### src/rtl/dcache_ctrl.sv
// rtl/dcache_ctrl.sv - direct-mapped write-through data cache controller
module dcache_ctrl #(
  parameter int ADDR_W   = 10,
  parameter int INDEX_W  = 5,
  parameter int OFFSET_W = 2,
  parameter int CNT_W    = 16
) (
  input  logic                clk,
  input  logic                rstn,
  input  logic                cpu_rd,
  input  logic                cpu_wr,
  input  logic [ADDR_W-1:0]   cpu_addr,
  input  logic [31:0]         cpu_wdata,
  output logic [31:0]         cpu_rdata,
  output logic                cpu_stall,
  output logic [INDEX_W-1:0]  cache_idx,
  output logic [OFFSET_W-1:0] cache_off,
  output logic                cache_we,
  output logic [31:0]         cache_wdata,
  input  logic [31:0]         cache_rdata,
  output logic                mem_req,
  output logic                mem_we,
  output logic [ADDR_W-1:0]   mem_addr,
  output logic [31:0]         mem_wdata,
  input  logic [31:0]         mem_rdata,
  input  logic                mem_ack,
  output logic [CNT_W-1:0]    hit_cnt,
  output logic [CNT_W-1:0]    miss_cnt
);

  localparam int TAG_W = ADDR_W - INDEX_W - OFFSET_W;
  localparam int LINES = 1 << INDEX_W;

  typedef enum logic [1:0] {IDLE, REFILL, WRITE_MEM} state_t;

  state_t              state;
  logic [TAG_W-1:0]    tag_arr [LINES];
  logic [LINES-1:0]    valid;
  logic [TAG_W-1:0]    r_tag;
  logic [INDEX_W-1:0]  r_idx;
  logic [OFFSET_W-1:0] count;
  logic [OFFSET_W-1:0] count_nxt;
  // Marks the IDLE cycle right after a refill so the replayed read is not counted twice.
  logic                refilled;

  logic [TAG_W-1:0]    a_tag;
  logic [INDEX_W-1:0]  a_idx;
  logic [OFFSET_W-1:0] a_off;
  logic                hit;

  assign a_tag     = cpu_addr[ADDR_W-1 -: TAG_W];
  assign a_idx     = cpu_addr[OFFSET_W +: INDEX_W];
  assign a_off     = cpu_addr[OFFSET_W-1:0];
  assign hit       = valid[a_idx] && (tag_arr[a_idx] == a_tag);
  assign count_nxt = count + OFFSET_W'(1);

  function automatic logic [CNT_W-1:0] sat_inc(input logic [CNT_W-1:0] c);
    return (&c) ? c : c + CNT_W'(1);
  endfunction

  // Controller FSM: tag/valid arrays, counters and the registered memory handshake.
  always_ff @(posedge clk or negedge rstn) begin
    if (!rstn) begin
      state     <= IDLE;
      valid     <= '0;
      for (int i = 0; i < LINES; i++) tag_arr[i] <= '0;
      r_tag     <= '0;
      r_idx     <= '0;
      count     <= '0;
      refilled  <= 1'b0;
      hit_cnt   <= '0;
      miss_cnt  <= '0;
      mem_req   <= 1'b0;
      mem_we    <= 1'b0;
      mem_addr  <= '0;
      mem_wdata <= '0;
    end else begin
      refilled <= 1'b0;
      case (state)
        IDLE: begin
          if (cpu_wr) begin
            mem_req   <= 1'b1;
            mem_we    <= 1'b1;
            mem_addr  <= cpu_addr;
            mem_wdata <= cpu_wdata;
            if (hit) hit_cnt  <= sat_inc(hit_cnt);
            else     miss_cnt <= sat_inc(miss_cnt);
            state     <= WRITE_MEM;
          end else if (cpu_rd) begin
            if (hit) begin
              if (!refilled) hit_cnt <= sat_inc(hit_cnt);
            end else begin
              r_tag    <= a_tag;
              r_idx    <= a_idx;
              count    <= '0;
              mem_req  <= 1'b1;
              mem_we   <= 1'b0;
              mem_addr <= {a_tag, a_idx, {OFFSET_W{1'b0}}};
              miss_cnt <= sat_inc(miss_cnt);
              state    <= REFILL;
            end
          end
        end
        REFILL: begin
          if (mem_ack) begin
            count    <= count_nxt;
            mem_addr <= {r_tag, r_idx, count_nxt};
            if (&count) begin
              tag_arr[r_idx] <= r_tag;
              valid[r_idx]   <= 1'b1;
              mem_req        <= 1'b0;
              mem_addr       <= '0;
              refilled       <= 1'b1;
              state          <= IDLE;
            end
          end
        end
        WRITE_MEM: begin
          if (mem_ack) begin
            mem_req   <= 1'b0;
            mem_we    <= 1'b0;
            mem_addr  <= '0;
            mem_wdata <= '0;
            state     <= IDLE;
          end
        end
        default: state <= IDLE;
      endcase
    end
  end

  // Core-facing and data-array outputs; held quiet while reset is asserted.
  always_comb begin
    cpu_stall   = 1'b0;
    cpu_rdata   = '0;
    cache_idx   = a_idx;
    cache_off   = a_off;
    cache_we    = 1'b0;
    cache_wdata = '0;
    if (rstn) begin
      case (state)
        IDLE: begin
          if (cpu_wr) begin
            cpu_stall   = 1'b1;
            cache_we    = hit;
            cache_wdata = cpu_wdata;
          end else if (cpu_rd) begin
            if (hit) cpu_rdata = cache_rdata;
            else     cpu_stall = 1'b1;
          end
        end
        REFILL: begin
          cpu_stall   = 1'b1;
          cache_idx   = r_idx;
          cache_off   = count;
          cache_we    = mem_ack;
          cache_wdata = mem_rdata;
        end
        WRITE_MEM: begin
          cpu_stall = ~mem_ack;
          cache_idx = mem_addr[OFFSET_W +: INDEX_W];
          cache_off = mem_addr[OFFSET_W-1:0];
        end
        default: cpu_stall = 1'b0;
      endcase
    end
  end

endmodule

### config.mk
export PLATFORM = sky130hd
export DESIGN_NAME = dcache_ctrl
export DESIGN_NICKNAME = d
export VERILOG_FILES = /design/src/rtl/dcache_ctrl.sv
export SDC_FILE = /design/constraint.sdc
export NUM_CORES = 1
export LEC_CHECK = 0
export ABC_AREA = 1
export BUFFER_PORTS_ARGS = -buffer_cell sky130_fd_sc_hd__buf_4
export CAP_MARGIN = 30
export CORE_ASPECT_RATIO = 0.7
export CORE_MARGIN = 8
export CORE_UTILIZATION = 41
export CTS_CLUSTER_DIAMETER = 60
export DETAILED_ROUTE_END_ITERATION = 10
export GPL_ROUTABILITY_DRIVEN = 0
export GPL_TIMING_DRIVEN = 1
export SLEW_MARGIN = 20
export SYNTH_ARGS = -nofsm -noshare
export SYNTH_HDL_FRONTEND = slang
export SYNTH_SLANG_ARGS = --single-unit
export TNS_END_PERCENT = 10
### constraint.sdc
create_clock -name clk -period 5.8 [get_ports clk]
set_input_delay 0.58 -clock clk [delete_from_list [all_inputs] [get_ports clk]]
set_output_delay 0.58 -clock clk [all_outputs]
set_load 0.02 [all_outputs]
## Word level (Yosys, flattened, before mapping)

Index checks and enable logic that the tools add are counted.

| word-level totals | value |
|---|---|
| register bits after elaboration | 217 |
| logic and storage cells | 169 |
| output and inout bits | 149 |

| cells by class | value |
|---|---|
| muxes and demuxes | 76 |
| magnitude comparators | 6 |
| add/subtract/negate cells | 3 |
| eq/ne operators | 13 |
| bitwise operators | 6 |
| reductions and logical operators | 21 |

Operator list:

| operator | number |
|---|---|
| 2-to-1 mux 32 bit | 9 |
| 2-to-1 mux 16 bit | 10 |
| one-hot mux 32 bit (2 select lines) | 2 |
| bitwise mux 96 bit | 1 |
| 2-to-1 mux 10 bit | 6 |
| adder 16 x 1 -> 16 bit (second input constant) | 2 |
| OR 32 bit | 1 |
| AND reduction 16 bit | 2 |
| one-hot mux 10 bit (3 select lines) | 1 |
| 2-to-1 mux 2 bit | 11 |
| 2-to-1 mux 1 bit | 20 |
| != test 2 bit (second input constant) | 8 |
| AND reduction 4 bit | 4 |
| binary-select mux 3 bit (select 5 bit) | 1 |
| demux 3 bit (select 5 bit) | 1 |
| AND reduction 5 bit | 3 |
| >= comparator 6 bit (second input constant) | 2 |
| < comparator 5 x 6 -> 1 bit (second input constant) | 2 |
| inverter 5 -> 6 bit | 2 |
| one-hot mux 5 bit (2 select lines) | 1 |
| 2-to-1 mux 3 bit | 3 |
| one-hot mux 2 bit (2 select lines) | 2 |
| < comparator 6 x 1 -> 1 bit (second input constant) | 1 |
| != test 3 bit (second input constant) | 2 |
| 19 further kinds | 28 |

## Depth between registers and ports, before layout

Gate-level depths: netlist of run 1.

| logic depth | value |
|---|---|
| depth in word-level cells | 11 |
| gate-level depth with buffers | 19 |
| depth with buffers taken out | 16 |

## Worst setup path after synthesis of run 1

Ideal clock, no wire load.

| timing | value |
|---|---|
| kind | input -> output |
| from | in cpu_addr[2] |
| to | out cpu_rdata[0] |
| stages | 16 |
| path slack | 2.755 ns |
| required time | 5.220 ns |
| path buffers | 3 |
| arrival | 2.465 ns |
| cell sequence | buf_4 > inv_4 > buf_6 > nand2_1 > nand3_1 > nand3_1 > nand2_1 > nand2_1 > nand3_1 > nand2_1 > nand2_1 > nand2_1 > nor2_4 > nand3b_2 > buf_2 > nor3b_1 |

| between the ends | value |
|---|---|
| cells in the longest elaborated chain, start to end | 11 |

Ends and longest elaborated chain:

| item | RTL line | RTL |
|---|---|---|
| start: declaration | 12 | `input logic [ADDR_W-1:0] cpu_addr,` |
| inverter 5 -> 6 bit (implied by the code) | 54 | `assign hit = valid[a_idx] && (tag_arr[a_idx] == a_tag);` |
| binary-select mux 3 bit (select 5 bit) | 54 |  |
| 2-to-1 mux 3 bit (implied by the code) (2 in series) | 54 |  |
| equality test 3 bit | 54 |  |
| logical AND 1 bit (*) | 54 |  |
| 2-to-1 mux 32 bit (*) | 148 | `if (hit) cpu_rdata = cache_rdata;` |
| 2-to-1 mux 32 bit (*) | 147 | `end else if (cpu_rd) begin` |
| 2-to-1 mux 32 bit (*) | 143 | `if (cpu_wr) begin` |
| 2-to-1 mux 32 bit (*) | 141 | `case (state)` |
| 2-to-1 mux 32 bit (*) | 140 | `if (rstn) begin` |
| end: declaration | 14 | `output logic [31:0] cpu_rdata,` |

Mark *: on every way between the ends. The rest lies on a longest branch, timed or not. The select of a mux whose other input is x is not followed.

## Final worst setup path of run 1

| timing | value |
|---|---|
| from | in cpu_addr[2] |
| to | out cpu_rdata[5] |

Same word-level chain as after synthesis.

==> run_results.csv, run 1 <==
group,metric,value,unit
critical_path,cp_cell_sequence,"buf_4 -> inv_4 -> nand2_1 -> nand3_1 -> nand3_1 -> nand2_1 -> nand2_1 -> nand3_1 -> nand3_1 -> nand2_1 -> nor2_4 -> nand3b_2 -> nor3b_1 -> buf_4",
final_layout,finalNonFillerCells,2040,
placement,dp_cells,1996,
timing,max_freq,215,MHz
global_routing,grt_antenna_before_repair,2,
critical_path,crit_arrival,4070,ps
yosys,netlist_instances,1436,
routing,vias,10570,
critical_path,r2r_slack,2860,ps
final_layout,area_delta_synth_final,26.4,%
yosys,async_flop_share,100,%
yosys,synth-simple-area-share,30.3,%
floorplanning,core_area,26800,µm²
hold_path,min-delay-path-class,"in -> async",
cts,cts_resized,0,
cts,clk_latency,510,ps
power,internal_power,0.00341,W
power,switchingPower,0.00230,W
yosys,synth_warnings,0,
power,power_frac_seq,34.8,%
floorplanning,start_util,41.9,%
critical_path,start_kind,"primary input",
yosys,synth_area_per_cell,7.84,µm²
critical_path,cp.required,5220,ps
cts,root_buffer,"clkbuf_16",
yosys,synth_top_family_by_area,"simple AND/OR/NAND/NOR gates",
timing,hold_viol_final,0,
final_layout,num-nets-final,1778,
outcome,status,"complete, no violations",
floorplanning,ios,260,
floorplanning,die_w,214,µm
routing,drc,0,
yosys,synth_edf_count,0,
final_layout,drive_gt1_share,21.0,%
floorplanning,std_cell_rows,50,
timing,layout_min_cycle_time,4650,ps
critical_path,criticalPathCategory,"in -> out",
yosys,synth.mux.area_fraction,0,%
routing,drt_pass1_iterations,8,
yosys,ys_seq_elements,217,
yosys,synth_compound_area_share,11.9,%
routing,avgViaCountPerCell,5.18,
global_routing,overflow,0,
routing,drtIter0Drc,1122,
global_routing,grt_pass1_wl,58300,µm
power,p_clk_share,25.9,%
power,peakVddDrop,0.235,mV
yosys,yosys_most_used_dff,"dfrtp_1",
critical_path,cp_max_fo,81,
final_layout,design_area,14200,µm²
power,comb_power_share,39.3,%
critical_path,cpPeakStageDelay,690,ps
timing,rsz0062_at_grt,"false",
timing,skew,11.4,ps
critical_path,slowest_stage,"nand3b_2",
cts,htreeDepth,1,
cts,postCtsHoldBufs,0,
critical_path,reg2reg_from,"state[1]$_DFFE_PN0P_",
routing,post_drt_wl_per_cell,18.1,µm
timing,setup_viol,0,
critical_path,critPathCaptureType,"output port",
floorplanning,die-area,33100,µm²
critical_path,crit_cells,14,
power,p_sw_share,40.3,%
yosys,ys_seq_area_share,48.2,%
power,leakagePower,6.83,nW
yosys,yosysUniqueCellTypes,37,
critical_path,rr_endpoint,"tag_arr[41]$_DFFE_PN0P_",
routing,wl,37000,µm
placement,dp.final_hpwl,26400,µm
cts,max-clock-path-buffers,3,
critical_path,cp_num_buf_inv,3,
floorplanning,chipHeight,155,µm
timing,slew_violations,0,
routing,drtAntennaViolNets,0,
timing,tns,0,ps
timing,fin_crit_sh,80.2,%
yosys,syn_nets,1554,
yosys,synth_xor_area_share,2.26,%
global_routing,grt_max_degree,87,
power,power_density,401,nW/µm²
placement,portBuffers,259,
cts,cts_num_sinks,217,
critical_path,worst_r2r_path_depth,8,
critical_path,crit_path_start,"cpu_addr[2]",
yosys,synthAdderAreaFrac,0.778,%
timing,slew_headroom,36.7,%
cts,cts_made_buffers,22,
cts,path_clk_slew,60,ps
timing,tightest_slew,945,ps
critical_path,cp_top_family,"simple AND/OR/NAND/NOR gates",
global_routing,grt_util_all_layers,21.5,%
flow_run,drv_cap,0,
yosys,syn-cell-area,11300,µm²
placement,post_dp_cell_area,13400,µm²
global_routing,grt_pass1_vias,10072,
cts,cts_tree,"done",
cts,postCtsSetupBuffers,0,
synthesized netlist by cell type, types with 10 or more instances:
cell / n / area share, %
nand3_1: 142 / 6.3
nor2_1: 23 / 0.77
nand4_1: 16 / 0.89
dfrtp_1: 217 / 48
nor3_1: 25 / 1.1
nor3b_1: 12 / 0.80
a21oi_1: 59 / 2.6
inv_1: 86 / 2.9
o21ai_0: 161 / 7.2
xor2_1: 24 / 1.9
clkbuf_1: 38 / 1.3
nand2_1: 509 / 17
nor3b_2: 20 / 2.2
o21ai_1: 10 / 0.44
buf_2: 18 / 0.80
metal layers:
layer  wire length (µm)  part of all wire [%]  vias up  global-route usage (%)
li1                   -                     -     5173                       -
met1              17900                    48     5058                    32.1
met2              16200                    44      287                    31.4
met3               2230                   6.0       50                    4.23
met4                632                   1.7        2                    4.92
met5                 13                 0.035        -                       0
logic make-up after synthesis:
kind of cell | after synthesis
xor+xnor | 29
buf+inv | 169
compound gates | 252
simple gates | 762
flops | 217
fa+ha+maj | 7
power groups by stage:
stage	clock network [W]	logic [W]	registers (W)
2_1_floorplan	0	0.00105	0.00222
4_1_cts	0.00151	0.00225	0.00198
3_5_place_dp	0	0.00224	0.00201
5_1_grt	0.00157	0.00247	0.00202
6_report	0.00148	0.00225	0.00199
3_3_place_gp	0	0.00219	0.00201
cell usage in the layout, fill, tap and decap left out, types with 3 or more instances in the layout:
cell       netlist  layout
nand2_1        509     509
buf_4            9     270
dfrtp_1        217     217
o21ai_0        161     161
nand3_1        142     142
inv_1           86      86
a21oi_1         59      59
xor2_1          24      24
nor3_1          25      23
clkbuf_16        0      23
nor2_1          23      21
nor3b_2         20      20
nand4_1         16      16
nor3b_1         12      12
o21ai_1         10      10
o32ai_1          7       7
ha_1             7       7
a221oi_1         6       6
xnor2_1          5       5
clkbuf_1        38       5
clkbuf_8         0       5
clkinv_1         4       4
nor4_1           4       4
o21ai_2          4       4
inv_2            3       3
o22ai_1          3       3
worst register-to-register path: stages (launching register included):
cell and delay, ps:
dfrtp_1 410, inv_1 90, ha_1 140, buf_4 420, nand4_1 330, nor2_1 800, nand2_1 370, nand2_1 140
o21ai_0 100
state kept, by name, indices dropped and copies added, names as in the netlist:
| signal | flops |
|---|---|
| tag_arr | 96 |
| mem_wdata | 32 |
| valid | 32 |
| hit_cnt | 16 |
| miss_cnt | 16 |
| mem_addr | 10 |
| r_idx | 5 |
| r_tag | 3 |
| count | 2 |
| state | 2 |
| mem_req | 1 |
| mem_we | 1 |
| refilled | 1 |
final cells by class:
| type | instances | area, µm² |
|---|---|---|
| clock buffers | 33 | 663 |
| well taps | 364 | 455 |
| inverters | 94 | 355 |
| repair buffers | 275 | 2130 |
| multi-input cells | 1050 | 5100 |
| fillers | 2619 | 12600 |
| flip-flops and latches | 217 | 5430 |
| diodes | 1 | 2.50 |
| clock inverters | 6 | 86.3 |
through the flow:
step	setup WS [ps]	hold slack (ps)	power (W)	utilization (%)
global route	815	104	0.00606	53.0
global placement	1300	432	0.00420	49.8
detailed placement	1210	437	0.00425	50.0
finish	1150	53.5	0.00571	53.0
floorplan	2760	284	0.00327	-
CTS	1180	104	0.00574	52.8
how the worst max path moves through the flow:
stage | endpoint | slack (ps)
global placement | cpu_rdata[3] | 1300
finish | cpu_rdata[5] | 1150
detailed placement | cpu_rdata[31] | 1210
floorplan | cpu_rdata[0] | 2760
global route | cpu_rdata[3] | 810
CTS | cpu_rdata[31] | 1180
Power figures use the tool's default switching activity.
==> run 2: changes to the inputs <==
--- a/config.mk
+++ b/config.mk
@@ -15,6 +15,7 @@
 export DETAILED_ROUTE_END_ITERATION = 10
 export GPL_ROUTABILITY_DRIVEN = 0
 export GPL_TIMING_DRIVEN = 1
+export PLACE_DENSITY = 0.66
 export SLEW_MARGIN = 20
 export SYNTH_ARGS = -nofsm -noshare
 export SYNTH_HDL_FRONTEND = slang
==> constraint.sdc (replaced) <==
create_clock -name clk -period 4 [get_ports clk]
set_input_delay 0.4 -clock clk [delete_from_list [all_inputs] [get_ports clk]]
set_output_delay 0.4 -clock clk [all_outputs]
set_load 0.02 [all_outputs]
==> run 2 against run 1 <==
Non-clock buffer count up 7. Utilization up 0.58 points. Hold slack better by 59 ps. Register-to-register slack worse by 1700 ps.
==> run_results.csv, run 2 (synthesized netlist as in run 1, its figures left out) <==
group,metric,value,unit
timing,tns,0,ps
cts,cts_num_sinks,217,
global_routing,grt_util_all_layers,20.8,%
timing,skew,14.6,ps
routing,drt_pass1_iterations,5,
final_layout,fillers,2551,
routing,drtIter0Drc,993,
floorplanning,core_area,26800,µm²
cts,root_buffer,"clkbuf_16",
cts,cts_resized,0,
cts,max-clock-path-buffers,3,
critical_path,cp_cell_sequence,"buf_4 -> buf_4 -> nand2_1 -> nand3_1 -> nand3_1 -> nand2_1 -> nand2_1 -> nand3_1 -> nand2_1 -> nand2_1 -> nand2_1 -> nor2_4 -> nand3b_2 -> buf_4 -> nor3b_1 -> buf_4",
outcome,status,"complete, no violations",
critical_path,cp_max_fo,42,
final_layout,design_area,14400,µm²
timing,layout_min_cycle_time,3390,ps
placement,dp_worst_setup_slack,640,ps
final_layout,num_antenna_cells,0,
power,p_total,0.00856,W
floorplanning,ios,260,
final_layout,largestRegisters,"tag_arr: 96 flops, mem_wdata: 32 flops, valid: 32 flops",
timing,rsz0062_at_grt,"false",
routing,avgViaCountPerCell,5.22,
global_routing,overflow,0,
power,peakVddDrop,0.391,mV
timing,slew_headroom,34.9,%
cts,htreeDepth,1,
timing,fin_crit_sh,84.9,%
critical_path,cpMostUsedCell,"nand2_1",
routing,drc,0,
critical_path,cp_top_family,"simple AND/OR/NAND/NOR gates",
timing,hold_viol_final,0,
final_layout,num-nets-final,1787,
critical_path,slowest_stage,"buf_4",
cts,path_clk_slew,70,ps
cts,clk_latency,520,ps
final_layout,largest_register_ffs,96,
routing,wl,36600,µm
timing,setup_ws,606,ps
critical_path,critPathCaptureType,"output port",
routing,drtAntennaViolNets,0,
flow_run,drv_cap,0,
power,leakagePower,6.92,nW
routing,vias,10698,
floorplanning,std_cell_rows,50,
global_routing,grt_antenna_before_repair,0,
floorplanning,start_util,41.9,%
global_routing,grt_pass1_wl,57200,µm
hold_path,min-delay-path-class,"in -> reg",
final_layout,area_delta_synth_final,27.8,%
global_routing,grt_max_degree,77,
timing,tightest_slew,973,ps
timing,max_freq,295,MHz
routing,post_drt_wl_per_cell,17.8,µm
cts,cts_made_buffers,24,
cts,cts_tree,"done",
global_routing,grt_pass1_vias,9965,
critical_path,cpPeakStageDelay,440,ps
final_layout,final_common_cell,"nand2_1",
floorplanning,die_w,214,µm
final_layout,drive_gt1_share,21.5,%
critical_path,cp.required,3600,ps
timing,slew_violations,0,
critical_path,cp_num_buf_inv,4,
final_layout,final_cell_mix,"509 x nand2_1, 277 x buf_4, 217 x dfrtp_1",
floorplanning,chipHeight,155,µm
placement,portBuffers,259,
critical_path,criticalPathCategory,"in -> out",
floorplanning,die-area,33100,µm²
critical_path,crit_arrival,2990,ps
timing,setup_viol,0,
power,power_density,595,nW/µm²
placement,post_dp_cell_area,13500,µm²
critical_path,start_kind,"primary input",
placement,dp.final_hpwl,26000,µm
final_layout,regMostFlops,"tag_arr",
[run 2: cell types whose count changed in the layout (fill, tap and decap cells not counted), moves of 2 or more]
cell       before  now
clkbuf_1        5    3
clkbuf_16      23   25
nor3_2          2    0
buf_4         270  277
clkinv_2        2    5
bufinv_16       2    5
nor3_1         23   25
[run 2: what timing repair did]
| item | in CTS | in global routing |
|---|---|---|
| hold endpoints to repair | 61 | 0 |
| setup buffers | 0 | 0 |
| hold buffers | 1 | 0 |
[run 2: power breakdown]
part / internal (W) / switching, W / leakage [nW]
Combinational: 0.00109 / 0.00214 / 3.72
Sequential: 0.00256 / 0.000315 / 2.76
Clock: 0.00154 / 0.000911 / 0.431
Total: 0.00519 / 0.00337 / 6.92
[run 2: area by class of cell]
| cell class | count | area, µm² | area share, % |
|---|---|---|---|
| inverter | 94 | 355 | 2.47 |
| multi-input combinational | 1050 | 5090 | 35.4 |
| clock buffer | 32 | 692 | 4.81 |
| clock inverter | 12 | 190 | 1.32 |
| sequential | 217 | 5430 | 37.7 |
| timing repair buffer | 282 | 2170 | 15.1 |
| tap | 364 | 455 | 3.17 |
[run 2: metrics by stage]
stage,hold WS [ps],utilization [%],cells
floorplan,104,-,1436
global placement,387,50.0,2003
detailed placement,386,50.2,2005
CTS,99.7,53.5,2050
global route,105,53.6,2051
finish,113,53.6,2051
[run 2: worst paths after layout]
| path | cells past startpoint | slack, ps | to | startpoint |
|---|---|---|---|---|
| setup / recovery | 16 | 610 | cpu_rdata[31] | cpu_addr[2] |
| hold / removal | 3 | 110 | mem_wdata[7]$_DFFE_PN0P_ | cpu_wdata[7] |
| setup reg to reg | 10 | 1170 | hit_cnt[2]$_DFFE_PN0P_ | state[0]$_DFFE_PN0P_ |
| hold reg to reg | 2 | 450 | valid[28]$_DFFE_PN0P_ | valid[28]$_DFFE_PN0P_ |
| max in group asynchronous | 4 | 2410 | tag_arr[84]$_DFFE_PN0P_ | rstn |
| min in group asynchronous | 2 | 410 | tag_arr[15]$_DFFE_PN0P_ | rstn |
[run 2: per-layer routing]
| metal | track usage, % | share of wire (%) | up-vias |
|---|---|---|---|
| met5 | 0 | 0 | - |
| met4 | 5.41 | 2.4 | 0 |
| met3 | 3.94 | 6.0 | 52 |
| met2 | 31.4 | 45 | 385 |
| met1 | 30.3 | 47 | 5065 |
| li1 | - | - | 5196 |
[run 2: worst min-delay path, delay by kind of cell]
kind,cells,cell delay [ps]
AND/OR/NAND/NOR,2,110
buffers and inverters,1,80
==> run 3: changes to the inputs <==
--- a/config.mk
+++ b/config.mk
@@ -15,7 +15,6 @@
 export DETAILED_ROUTE_END_ITERATION = 10
 export GPL_ROUTABILITY_DRIVEN = 0
 export GPL_TIMING_DRIVEN = 1
-export PLACE_DENSITY = 0.66
 export SLEW_MARGIN = 20
 export SYNTH_ARGS = -nofsm -noshare
 export SYNTH_HDL_FRONTEND = slang
==> constraint.sdc (replaced) <==
create_clock -name clk -period 3.5 [get_ports clk]
set_input_delay 0.35 -clock clk [delete_from_list [all_inputs] [get_ports clk]]
set_output_delay 0.35 -clock clk [all_outputs]
set_load 0.02 [all_outputs]
==> run 3 against run 2 <==
Register-to-register slack got worse by 410 ps. Global-route usage rose by 1.0 points. Final cell count did not move. First-iteration DRC count rose by 2.6%. Highest routed layer unchanged.
==> run_results.csv, run 3 (synthesized netlist as in run 1, its figures left out) <==
group,metric,value,unit
outcome,status,"complete, no violations",
routing,drt_pass1_iterations,8,
power,switchingPower,0.00387,W
routing,drtIter0Drc,1019,
critical_path,cpPeakStageDelay,360,ps
final_layout,largestRegisters,"tag_arr: 96 flops, mem_wdata: 32 flops, valid: 32 flops",
cts,cts_tree,"done",
timing,slew_headroom,41.5,%
critical_path,cp_max_fo,33,
cts,clk_latency,530,ps
routing,wl,37700,µm
placement,dp_cells,2008,
floorplanning,start_util,41.9,%
floorplanning,die_w,214,µm
power,leakagePower,6.88,nW
global_routing,grt_antenna_before_repair,2,
power,p_total,0.00954,W
final_layout,largest_register_ffs,96,
cts,cts_resized,0,
placement,portBuffers,259,
critical_path,criticalPathCategory,"in -> out",
final_layout,final_common_cell,"nand2_1",
timing,tightest_slew,870,ps
floorplanning,die-area,33100,µm²
final_layout,regMostFlops,"tag_arr",
timing,setup_ws,360,ps
timing,fin_crit_sh,89.7,%
final_layout,drive_gt1_share,21.4,%
floorplanning,chipHeight,155,µm
global_routing,grt_util_all_layers,21.9,%
cts,max-clock-path-buffers,3,
timing,whs,51.6,ps
global_routing,grt_pass1_wl,58900,µm
cts,root_buffer,"clkbuf_16",
critical_path,cp_cell_sequence,"buf_4 -> inv_2 -> buf_4 -> a21oi_1 -> o21ai_1 -> nand3_1 -> nand3_1 -> nand3_1 -> nand2_1 -> nand2_1 -> nor2_4 -> nand3b_2 -> buf_12 -> nor3b_1 -> buf_4",
routing,post_drt_wl_per_cell,18.4,µm
floorplanning,std_cell_rows,50,
hold_path,min-delay-path-class,"in -> reg",
global_routing,grt_pass1_vias,10028,
floorplanning,core_area,26800,µm²
floorplanning,ios,260,
placement,dp.final_hpwl,27500,µm
power,peakVddDrop,0.368,mV
timing,tns,0,ps
final_layout,final_cell_mix,"509 x nand2_1, 279 x buf_4, 217 x dfrtp_1",
flow_run,drv_cap,0,
timing,hold_viol_final,0,
routing,vias,10672,
timing,skew,13.6,ps
power,power_density,667,nW/µm²
power,p_clk_share,26.6,%
timing,rsz0062_at_grt,"false",
timing,max_freq,318,MHz
power,internal_power,0.00566,W
cts,postCtsHoldBufs,1,
global_routing,overflow,0,
placement,dp_worst_setup_slack,401,ps
power,p_sw_share,40.6,%
timing,slew_violations,0,
power,power_frac_seq,34.6,%
global_routing,grt_max_degree,117,
critical_path,critPathCaptureType,"output port",
routing,drtAntennaViolNets,0,
cts,cts_num_sinks,217,
power,comb_power_share,38.8,%
cts,postCtsSetupBuffers,0,
critical_path,slowest_stage,"inv_2",
cts,path_clk_slew,60,ps
cts,htreeDepth,1,
final_layout,num-nets-final,1788,
cts,cts_made_buffers,23,
routing,avgViaCountPerCell,5.20,
critical_path,start_kind,"primary input",
critical_path,crit_arrival,2790,ps
timing,setup_viol,0,
routing,drc,0,
timing,layout_min_cycle_time,3140,ps
final_layout,area_delta_synth_final,27.0,%
critical_path,cp.required,3150,ps
final_layout,finalNonFillerCells,2051,
run 3: cell count changes in the layout (fill, tap and decap cells not counted):
cell,before,now
buf_8,2,1
clkinvlp_4,2,1
buf_4,277,279
clkbuf_1,3,4
clkinv_2,5,4
buf_12,1,3
inv_16,0,1
clkbuf_16,25,23
clkbuf_8,4,3
bufinv_16,5,3
diode_2,0,2
buf_16,1,0
inv_6,0,1
run 3: stage by stage:
step / utilization [%] / instance area (µm²)
5_1_grt: 53.3 / 14300
6_report: 53.3 / 14300
4_1_cts: 53.3 / 14300
2_1_floorplan: - / 11300
3_5_place_dp: 50.3 / 13500
3_3_place_gp: 50.3 / 13500
run 3: layout make-up:
type	count	area (µm²)
clock inverters	10	146
well taps	364	455
multi-input cells	1050	5090
diodes	2	5.00
inverters	94	355
fillers	2586	12500
flip-flops and latches	217	5430
repair buffers	284	2180
clock buffers	30	632
run 3: path summary, 6_finish.rpt:
kind / from / to / slack [ps] / cells after the start
min reg2reg: valid[6]$_DFFE_PN0P_ / valid[6]$_DFFE_PN0P_ / 450 / 2
min: cpu_wdata[6] / mem_wdata[6]$_DFFE_PN0P_ / 50 / 3
max: cpu_addr[3] / cpu_rdata[9] / 360 / 15
max in group asynchronous: rstn / valid[16]$_DFFE_PN0P_ / 2030 / 3
min in group asynchronous: rstn / valid[20]$_DFFE_PN0P_ / 300 / 2
max reg2reg: miss_cnt[0]$_DFFE_PN0P_ / miss_cnt[1]$_DFFE_PN0P_ / 760 / 10
run 3: power groups by stage:
stage	logic [W]	clock network (W)	registers [W]
2_1_floorplan	0.00174	0	0.00367
3_3_place_gp	0.00367	0	0.00332
3_5_place_dp	0.00371	0	0.00333
4_1_cts	0.00372	0.00259	0.00329
5_1_grt	0.00403	0.00270	0.00336
6_report	0.00370	0.00254	0.00330
run 3: critical path, delay by kind of cell:
| family | cells | cell delay, ps |
|---|---|---|
| AOI/OAI and AO/OA | 2 | 190 |
| and+or+nand+nor | 8 | 1090 |
| buffers and inverters | 5 | 1150 |
run 3: per-layer routing:
metal  track usage (%)  vias up  share of wire (%)
li1                  -     5195                  -
met1              32.8     5078                 47
met2              31.3      345                 44
met3              4.46       54                6.7
met4              5.99        0                2.3
met5                 0        -                  0
